`src/rtl/flag_sched_pkg.sv`:
```
// ----------------------------------------------------------------------------
// flag_sched_pkg
// Shared definitions for the flag crossing scheduler:
//   - flag_state_e : slot FSM states (IDLE, ISSUE, GUARD)
//   - GUARD_DEFAULT: default idle interval after each pulse
//   - rr_next      : round-robin pointer advance with wrap at n
// ----------------------------------------------------------------------------
package flag_sched_pkg;

    typedef enum logic [1:0] {
        ST_IDLE  = 2'd0,
        ST_ISSUE = 2'd1,
        ST_GUARD = 2'd2
    } flag_state_e;

    localparam int unsigned GUARD_DEFAULT = 32'd6;

    // Index following idx in a ring of n entries.
    function automatic int unsigned rr_next(input int unsigned idx, input int unsigned n);
        if (idx + 32'd1 >= n) begin
            return 32'd0;
        end else begin
            return idx + 32'd1;
        end
    endfunction

endpackage

```
`src/rtl/flag_xdomain_sched_arb.sv`:
```
// ----------------------------------------------------------------------------
// rr_arbiter
// Combinational N-way round-robin pick. The search starts at ptr and wraps
// from N-1 back to 0; the first set pending bit wins.
// Ports:
//   pending   in  N    request vector
//   ptr       in  IDW  highest-priority index for this pick
//   grant     out N    one-hot grant (all zero when nothing is pending)
//   grantIdx  out IDW  encoded index of the granted bit (0 when none)
// The pointer register itself lives in the parent.
// ----------------------------------------------------------------------------
module rr_arbiter
    import flag_sched_pkg::*;
#(
    parameter int unsigned N   = 32'd4,
    parameter int unsigned IDW = 32'd2
) (
    input  logic [N-1:0]   pending,
    input  logic [IDW-1:0] ptr,
    output logic [N-1:0]   grant,
    output logic [IDW-1:0] grantIdx
);

    logic        found_s;
    int unsigned idx_s;

    // Rotating priority search from ptr, first hit wins.
    always_comb begin
        grant    = {N{1'b0}};
        grantIdx = {IDW{1'b0}};
        found_s  = 1'b0;
        idx_s    = 32'd0;
        for (int unsigned k = 32'd0; k < N; k++) begin
            idx_s = (32'(ptr) + k) % N;
            if (!found_s && pending[idx_s]) begin
                found_s        = 1'b1;
                grant[idx_s]   = 1'b1;
                grantIdx       = IDW'(idx_s);
            end else begin
                found_s = found_s;
            end
        end
    end

endmodule

```
`src/rtl/flag_xdomain_sched.sv`:
```
// ----------------------------------------------------------------------------
// flag_xdomain_sched
// Shares one toggle-synchroniser flag channel among N source-domain
// requesters. One-cycle requests become sticky pending bits; a round-robin
// pick issues one single-cycle flag_out pulse per slot, followed by a guard
// interval so the destination synchroniser never misses a toggle.
//
// Optional build: define FLAG_SCHED_OVF_CNT_EN to add the CNTW parameter and
// the ovf_count port (saturating count of cycles with at least one drop).
//
// Ports:
//   clk        in  1     source-domain clock
//   rst        in  1     synchronous active-high reset
//   en         in  1     low: no new slot starts, requests still accumulate
//   req        in  N     one-cycle event pulses
//   ovf_clr    in  1     clears overflow flags (and ovf_count)
//   flag_out   out 1     one-cycle pulse to the crossing
//   flag_id    out IDW   index of the last issued requester
//   busy       out 1     high during ISSUE and GUARD
//   pending    out N     sticky pending bits
//   overflow   out N     sticky per-requester drop flags
//   ovf_count  out CNTW  drop-cycle counter (optional build only)
// ----------------------------------------------------------------------------
module flag_xdomain_sched
    import flag_sched_pkg::*;
#(
    parameter int unsigned N     = 32'd4,
    parameter int unsigned IDW   = 32'd2,
    parameter int unsigned GUARD = GUARD_DEFAULT
`ifdef FLAG_SCHED_OVF_CNT_EN
    ,
    parameter int unsigned CNTW  = 32'd8
`endif
) (
    input  logic            clk,
    input  logic            rst,
    input  logic            en,
    input  logic [N-1:0]    req,
    input  logic            ovf_clr,
    output logic            flag_out,
    output logic [IDW-1:0]  flag_id,
    output logic            busy,
    output logic [N-1:0]    pending,
    output logic [N-1:0]    overflow
`ifdef FLAG_SCHED_OVF_CNT_EN
    ,
    output logic [CNTW-1:0] ovf_count
`endif
);

    flag_state_e    state_r;
    flag_state_e    state_nxt_s;
    logic [7:0]     cnt_r;
    logic [IDW-1:0] ptr_r;
    logic [N-1:0]   pending_r;
    logic [N-1:0]   overflow_r;
    logic           flag_out_r;
    logic [IDW-1:0] flag_id_r;
    logic           busy_r;

    logic [N-1:0]   grant_s;
    logic [IDW-1:0] grant_idx_s;
    logic           issue_s;
    logic [N-1:0]   clr_s;
    logic [N-1:0]   drop_s;

    rr_arbiter #(
        .N   (N),
        .IDW (IDW)
    ) u_arb (
        .pending  (pending_r),
        .ptr      (ptr_r),
        .grant    (grant_s),
        .grantIdx (grant_idx_s)
    );

    // A slot starts only from IDLE; en is ignored once a slot is running.
    assign issue_s = (state_r == ST_IDLE) && en && (|pending_r);
    assign clr_s   = issue_s ? grant_s : {N{1'b0}};
    // A request that finds its bit set and not being cleared coalesces.
    assign drop_s  = req & pending_r & ~clr_s;

    // Slot sequencing: IDLE -> ISSUE (one cycle) -> GUARD (GUARD cycles).
    always_comb begin
        state_nxt_s = state_r;
        case (state_r)
            ST_IDLE: begin
                if (issue_s) begin
                    state_nxt_s = ST_ISSUE;
                end else begin
                    state_nxt_s = ST_IDLE;
                end
            end
            ST_ISSUE: begin
                state_nxt_s = ST_GUARD;
            end
            ST_GUARD: begin
                if (cnt_r == 8'd0) begin
                    state_nxt_s = ST_IDLE;
                end else begin
                    state_nxt_s = ST_GUARD;
                end
            end
            default: begin
                state_nxt_s = ST_IDLE;
            end
        endcase
    end

    // FSM state, guard counter and registered pulse/busy/id outputs.
    always_ff @(posedge clk) begin
        if (rst) begin
            state_r    <= ST_IDLE;
            cnt_r      <= 8'd0;
            flag_out_r <= 1'b0;
            flag_id_r  <= {IDW{1'b0}};
            busy_r     <= 1'b0;
        end else begin
            state_r    <= state_nxt_s;
            flag_out_r <= (state_nxt_s == ST_ISSUE);
            busy_r     <= (state_nxt_s != ST_IDLE);
            if (issue_s) begin
                flag_id_r <= grant_idx_s;
            end else begin
                flag_id_r <= flag_id_r;
            end
            // Loaded while leaving ISSUE so GUARD sees GUARD-1 on its first cycle.
            if (state_r == ST_ISSUE) begin
                cnt_r <= 8'(GUARD - 32'd1);
            end else if ((state_r == ST_GUARD) && (cnt_r != 8'd0)) begin
                cnt_r <= cnt_r - 8'd1;
            end else begin
                cnt_r <= cnt_r;
            end
        end
    end

    // Round-robin pointer moves just past the granted requester.
    always_ff @(posedge clk) begin
        if (rst) begin
            ptr_r <= {IDW{1'b0}};
        end else if (issue_s) begin
            ptr_r <= IDW'(rr_next(32'(grant_idx_s), N));
        end else begin
            ptr_r <= ptr_r;
        end
    end

    // Sticky pending bits and overflow flags; a same-cycle drop beats ovf_clr.
    always_ff @(posedge clk) begin
        if (rst) begin
            pending_r  <= {N{1'b0}};
            overflow_r <= {N{1'b0}};
        end else begin
            pending_r <= (pending_r & ~clr_s) | req;
            if (ovf_clr) begin
                overflow_r <= drop_s;
            end else begin
                overflow_r <= overflow_r | drop_s;
            end
        end
    end

    assign flag_out = flag_out_r;
    assign flag_id  = flag_id_r;
    assign busy     = busy_r;
    assign pending  = pending_r;
    assign overflow = overflow_r;

`ifdef FLAG_SCHED_OVF_CNT_EN
    logic [CNTW-1:0] ovf_cnt_r;

    // Saturating count of cycles containing any drop; simultaneous drops count once.
    always_ff @(posedge clk) begin
        if (rst) begin
            ovf_cnt_r <= {CNTW{1'b0}};
        end else if (ovf_clr) begin
            ovf_cnt_r <= (|drop_s) ? CNTW'(1'b1) : {CNTW{1'b0}};
        end else if ((|drop_s) && (ovf_cnt_r != {CNTW{1'b1}})) begin
            ovf_cnt_r <= ovf_cnt_r + CNTW'(1'b1);
        end else begin
            ovf_cnt_r <= ovf_cnt_r;
        end
    end

    assign ovf_count = ovf_cnt_r;
`endif

endmodule

```
`config.mk`:
```
export PLATFORM = sky130hd
export DESIGN_NAME = flag_xdomain_sched
export DESIGN_NICKNAME = d
export VERILOG_FILES = /design/src/rtl/flag_sched_pkg.sv /design/src/rtl/flag_xdomain_sched_arb.sv /design/src/rtl/flag_xdomain_sched.sv
export SDC_FILE = /design/constraint.sdc
export NUM_CORES = 1
export LEC_CHECK = 0
export CAP_MARGIN = 20
export CORE_ASPECT_RATIO = 1.1
export CORE_MARGIN = 10
export CORE_UTILIZATION = 30
export CTS_CLUSTER_DIAMETER = 60
export DETAILED_ROUTE_END_ITERATION = 7
export PLACE_DENSITY = 0.54
export SYNTH_ARGS = -nofsm -noshare
export SYNTH_HDL_FRONTEND = slang
export SYNTH_SLANG_ARGS = --single-unit
```
`constraint.sdc`:
```
create_clock -name clk -period 3.45 [get_ports clk]
set_clock_uncertainty 0.2 [all_clocks]
set_input_delay 0.69 -clock clk [delete_from_list [all_inputs] [get_ports clk]]
set_output_delay 0.69 -clock clk [all_outputs]
set_load 0.005 [all_outputs]
```
### Yosys cells after proc, flatten, opt, wreduce, memory -nomap -nowiden

Index checks and enable logic that the tools add are counted.

* flip-flop bits (word level): 24
* output and inout bits: 12
* input bits: 8

* $add $sub $neg: 5
* bitwise operators: 9
* $lt $le $gt $ge: 9
* reductions and logical operators: 20
* equal/unequal tests: 3
* mux-type cells: 35

Operators with widths (count)
* two-way mux 4 bit: 6
* bitwise OR 4 bit: 5
* AND 4 bit: 3
* < comparator 2 x 3 -> 1 bit, second input constant: 4
* two-way mux 1 bit: 12
* two-way mux 2 bit: 6
* logical AND 1 bit: 10
* binary-select mux 1 bit (select 2 bit): 4
* demux 1 bit (select 2 bit): 4
* >= comparator 2 x 1 -> 1 bit, second input constant: 4
* zero test 8 bit: 1
* nonzero test 8 bit: 1
* subtractor 8 x 1 -> 8 bit, second input constant: 1
* two-way mux 3 bit: 2
* case mux 2 bit (3 select lines): 1
* adder 2 bit, second input constant: 2
* == test 2 x 1 -> 1 bit, second input constant: 2
* NOT 4 bit: 1
* nonzero test 2 bit: 2
* OR reduction 4 bit: 1
* adder 2 x 1 -> 3 bit, second input constant: 1
* >= comparator 3 bit, second input constant: 1
* zero test 1 bit: 3
* adder 2 x 1 -> 2 bit, second input constant: 1
* 3 further kinds: 3

### Longest topological paths before layout

* depth after elaboration: 17
* depth in mapped cells: 9

### Hierarchy

Synthesis repeated with hierarchy kept, for this count alone.

* cells, all modules: 157
* area total of the unflattened synthesis: 1435.1 µm²

By module, submodules not included
* flag_xdomain_sched: instances 1, area an instance 1016.0 µm², cells each 111
* rr_arbiter: instances 1, area an instance 419.2 µm², cells each 46

### Worst setup path after synthesis

No wires, ideal clock.

* path kind: reg2reg
* start point: register ptr_r[1]
* end point: register ptr_r[1]
* arrival time: 2.378 ns
* path slack: 0.750 ns
* cell stages (with the launch flop): 9
* required time: 3.127 ns
* setup time: 0.123 ns
* cells stage by stage: dfxtp_1 > clkbuf_1 > inv_1 > ha_1 > mux4_2 > nor4b_2 > nor4_2 > a2111oi_0 > nand3b_1

* word-level cells in the longest chain between the ends: 15

RTL lines
* start, declared: RTL line flag_xdomain_sched.sv:54 `logic [IDW-1:0] ptr_r;`
* start signal, assigned: RTL line flag_xdomain_sched.sv:141 `ptr_r <= {IDW{1'b0}};`
* start signal, assigned: RTL line flag_xdomain_sched.sv:143 `ptr_r <= IDW'(rr_next(32'(grant_idx_s), N));`
* start signal, assigned: RTL line flag_xdomain_sched.sv:145 `ptr_r <= ptr_r;`
* parallel branches: the longest is 11 deep, another holds adder 2 x 1 -> 2 bit
* two-way mux 2 bit *: RTL line flag_xdomain_sched_arb.sv:35 `if (!found_s && pending[idx_s]) begin`
* adder 2 x 1 -> 3 bit *: RTL line flag_sched_pkg.sv:23 `return idx + 32'd1;`
* >= comparator 3 bit: RTL line flag_sched_pkg.sv:20 `if (idx + 32'd1 >= n) begin`
* two-way mux 2 bit *: RTL line flag_sched_pkg.sv:20

Mark *: on every way between the ends. The select of a mux whose other input is x is not followed.
A chain may end at the register's enable or synchronous reset.

### Worst setup path after layout

Same ends and word-level chain as after synthesis.

==> flow_metrics.tcl <==
set metrics [dict create \
    ys.flop_type "dfxtp_1" \
    grt_pass1_wl_mm 6.27 \
    yosysWarnings 0 \
    period_share_pct 89.6 \
    insertedDiodeCount 0 \
    synth_edf_count 0 \
    drive_gt1_share_pct 8.08 \
    peakVddDrop_mv 0.169 \
    cap_violations 0 \
    die_x_um 88.4 \
    async_reset_ff_share_pct 0 \
    die_y_um 95.2 \
    routedWlPerCell_um 14.7 \
    setup_viol 0 \
    dr_total_vias 1337 \
    worst_setup_path_start_kind "flop" \
    cts_tree "yes" \
    rows 27 \
    grt_max_degree 23 \
    synth_top_area_share_pct 31.1 \
    setup-tns-final_ns 0 \
    synth.distinct_cells 49 \
    multi_input_area_sq_um 955 \
    leakagePower_nw 0.675 \
    synth_area_leaders "dfxtp_1, ha_1, nor2_1, nand2_1, inv_1" \
    cts-root-buf "clkbuf_8" \
    yosysSeqAreaShare_pct 31.1 \
    route.detailed.drc 0 \
    num-nets-final 216 \
    clk-insertion-delay-late_ns 0.27 \
    clock_sinks 24 \
    crit_buf_inv 1 \
    crit_type "reg2reg" \
    holdWs_ns 0.256 \
    grt.overflow.total 0 \
    synth_fp_nets 201 \
    path_delay_family "simple AND/OR/NAND/NOR gates" \
    antenna_found_initial 0 \
    cp_slowest_cell "dfxtp_1" \
    cts_made_buffers 3 \
    total_power_w 0.00103 \
    grt_pass1_vias 1278 \
    synth_common_cells "dfxtp_1, nor2_1, nand2_1" \
    routed_wl_mm 3.76 \
    period_needed_ns 3.09 \
    hp-class "reg2reg" \
    ff2ff_setup_slack_ns 0.36 \
    cts.clk_slew.worst_paths_ns 0.09 \
    crit_required_ns 3.41 \
    hold_buffers 0 \
    via_per_inst 5.22 \
    regArea_sq_um 480 \
    ios 20 \
    endpoint_kind "flop" \
    h-tree-depth 1 \
    crit_start "ptr_r[1]" \
    rr_worst_depth 7 \
    cts_resized 0 \
    synth_area_sq_mm 0.00154 \
    clk_path_buf_depth 2 \
    utilization_pct 36.7 \
    cp.depth 7 \
    yosys.area.top_type "dfxtp_1" \
    initial_core_util_pct 30.9 \
    syn-instance-count 184 \
    grt.total_usage_pct 9.09 \
    dr.first_iter.drc_count 76 \
    slew_viol_final 0 \
    r2r_end "ptr_r[1]" \
    dieArea_sq_mm 0.00842 \
    yosys_register_bits 24 \
    rsz0062_at_grt "false" \
    max_stage_delay_ns 0.63 \
    avgSynthCellArea_sq_um 8.39 \
    worstPathArrival_ns 3.05 \
    dp_hpwl_mm 2.72 \
    postRouteAntennaNets 0 \
    port_buffers 19 \
    crit_path_max_fanout 12 \
    fmax_ghz 0.324 \
    post-cts-setup-buffers 0 \
    crit_chain "inv_1 > ha_1 > mux4_2 > nor4b_2 > nor4_2 > a2111oi_0 > nand3b_1" \
    routabilityCongestion 0.854 \
    syn_to_final_growth_pct 19.0 \
    core_area_sq_mm 0.00500 \
    max-slew-margin-rel_pct 33.7 \
    status "finished, final reports clean" \
    hold_viol_final 0 \
    detail_route.first_pass.iterations 4 \
    regToRegStartpoint "ptr_r[1]" \
    nFillCells 544 \
    power.density_mw_per_mm2 562 \
    crit_end "ptr_r[1]" \
    synth_most_common_cell "dfxtp_1" \
    tightest_slew_ns 0.981 \
]
cells in the final DEF, fill, tap and decap left out, types with 4 or more instances in the layout:
cell type	n
dfxtp_1	24
xor2_1	4
o31ai_1	5
a211oi_1	5
nor2_1	17
inv_1	14
nand3b_1	4
o211ai_1	4
nand2b_1	5
clkdlybuf4s50_1	19
a21oi_1	6
ha_1	9
nor3b_1	4
o21ai_0	8
a31oi_1	4
nand2_1	15
metal layers:
metal  vias to the layer above  wire (um)  global-route usage [%]  share of wire (%)
met1                       618       1750                    11.1                 46
met2                        25       1780                    15.2                 47
li1                        690          -                       -                  -
met5                         -          0                       0                  0
met4                         0         58                    3.77                1.5
met3                         4        171                    1.71                4.6
metrics by stage:
| step | setup WS (ns) | std cells | instance area (sq um) |
|---|---|---|---|
| CTS | 0.349 | 256 | 1840 |
| detailed placement | 0.374 | 252 | 1770 |
| floorplan | 0.750 | 184 | 1540 |
| finish | 0.359 | 256 | 1840 |
| global placement | 0.460 | 252 | 1770 |
| global route | 0.111 | 256 | 1840 |
final cells by class:
type	instances	share of cell area, %
Inverter	14	2.86
Multi-Input combinational cell	135	52.0
Sequential cell	24	26.2
Tap cell	58	3.95
Timing Repair Buffer	21	11.2
Clock buffer	3	2.25
Clock inverter	1	1.63
kinds of logic after synthesis:
logic type               after synthesis  synth area share, %
XOR/XNOR                               6                 3.40
AND/OR/NAND/NOR                       64                 23.3
buffers and inverters                 25                 7.05
flip-flops                            24                 31.1
AO/OA/AOI/OAI                         50                 22.9
adder cells (fa/ha/maj)                9                 7.29
multiplexers                           6                 4.94
worst min path at each step:
stage,from,endpoint,cells after the start
5_1_grt,overflow[3],overflow[3],2
3_5_place_dp,overflow[1],overflow[1],2
4_1_cts,overflow[3],overflow[3],2
3_3_place_gp,overflow[2],overflow[2],2
6_report,overflow[1],overflow[1],2
2_1_floorplan,overflow[1],overflow[1],2
power breakdown:
part	internal [W]	switching [W]	total, W
sequential	0.000310	0.0000562	0.000366
clock	0.000155	0.0000951	0.000250
combinational	0.000189	0.000227	0.000416
worst register-to-register path, stage by stage (launching register included):
cell,delay [ns]
dfxtp_1,0.63
inv_1,0.22
ha_1,0.54
mux4_2,0.63
nor4b_2,0.20
nor4_2,0.23
a2111oi_0,0.14
nand3b_1,0.20
flip-flops by register name, indices dropped and copies added, names as in the netlist, named ones only:
name      count
cnt_r         8
overflow      4
pending       4
flag_id       2
state_r       2
busy          1
flag_out      1
ptr_r         1
Power figures use the tool's default switching activity.
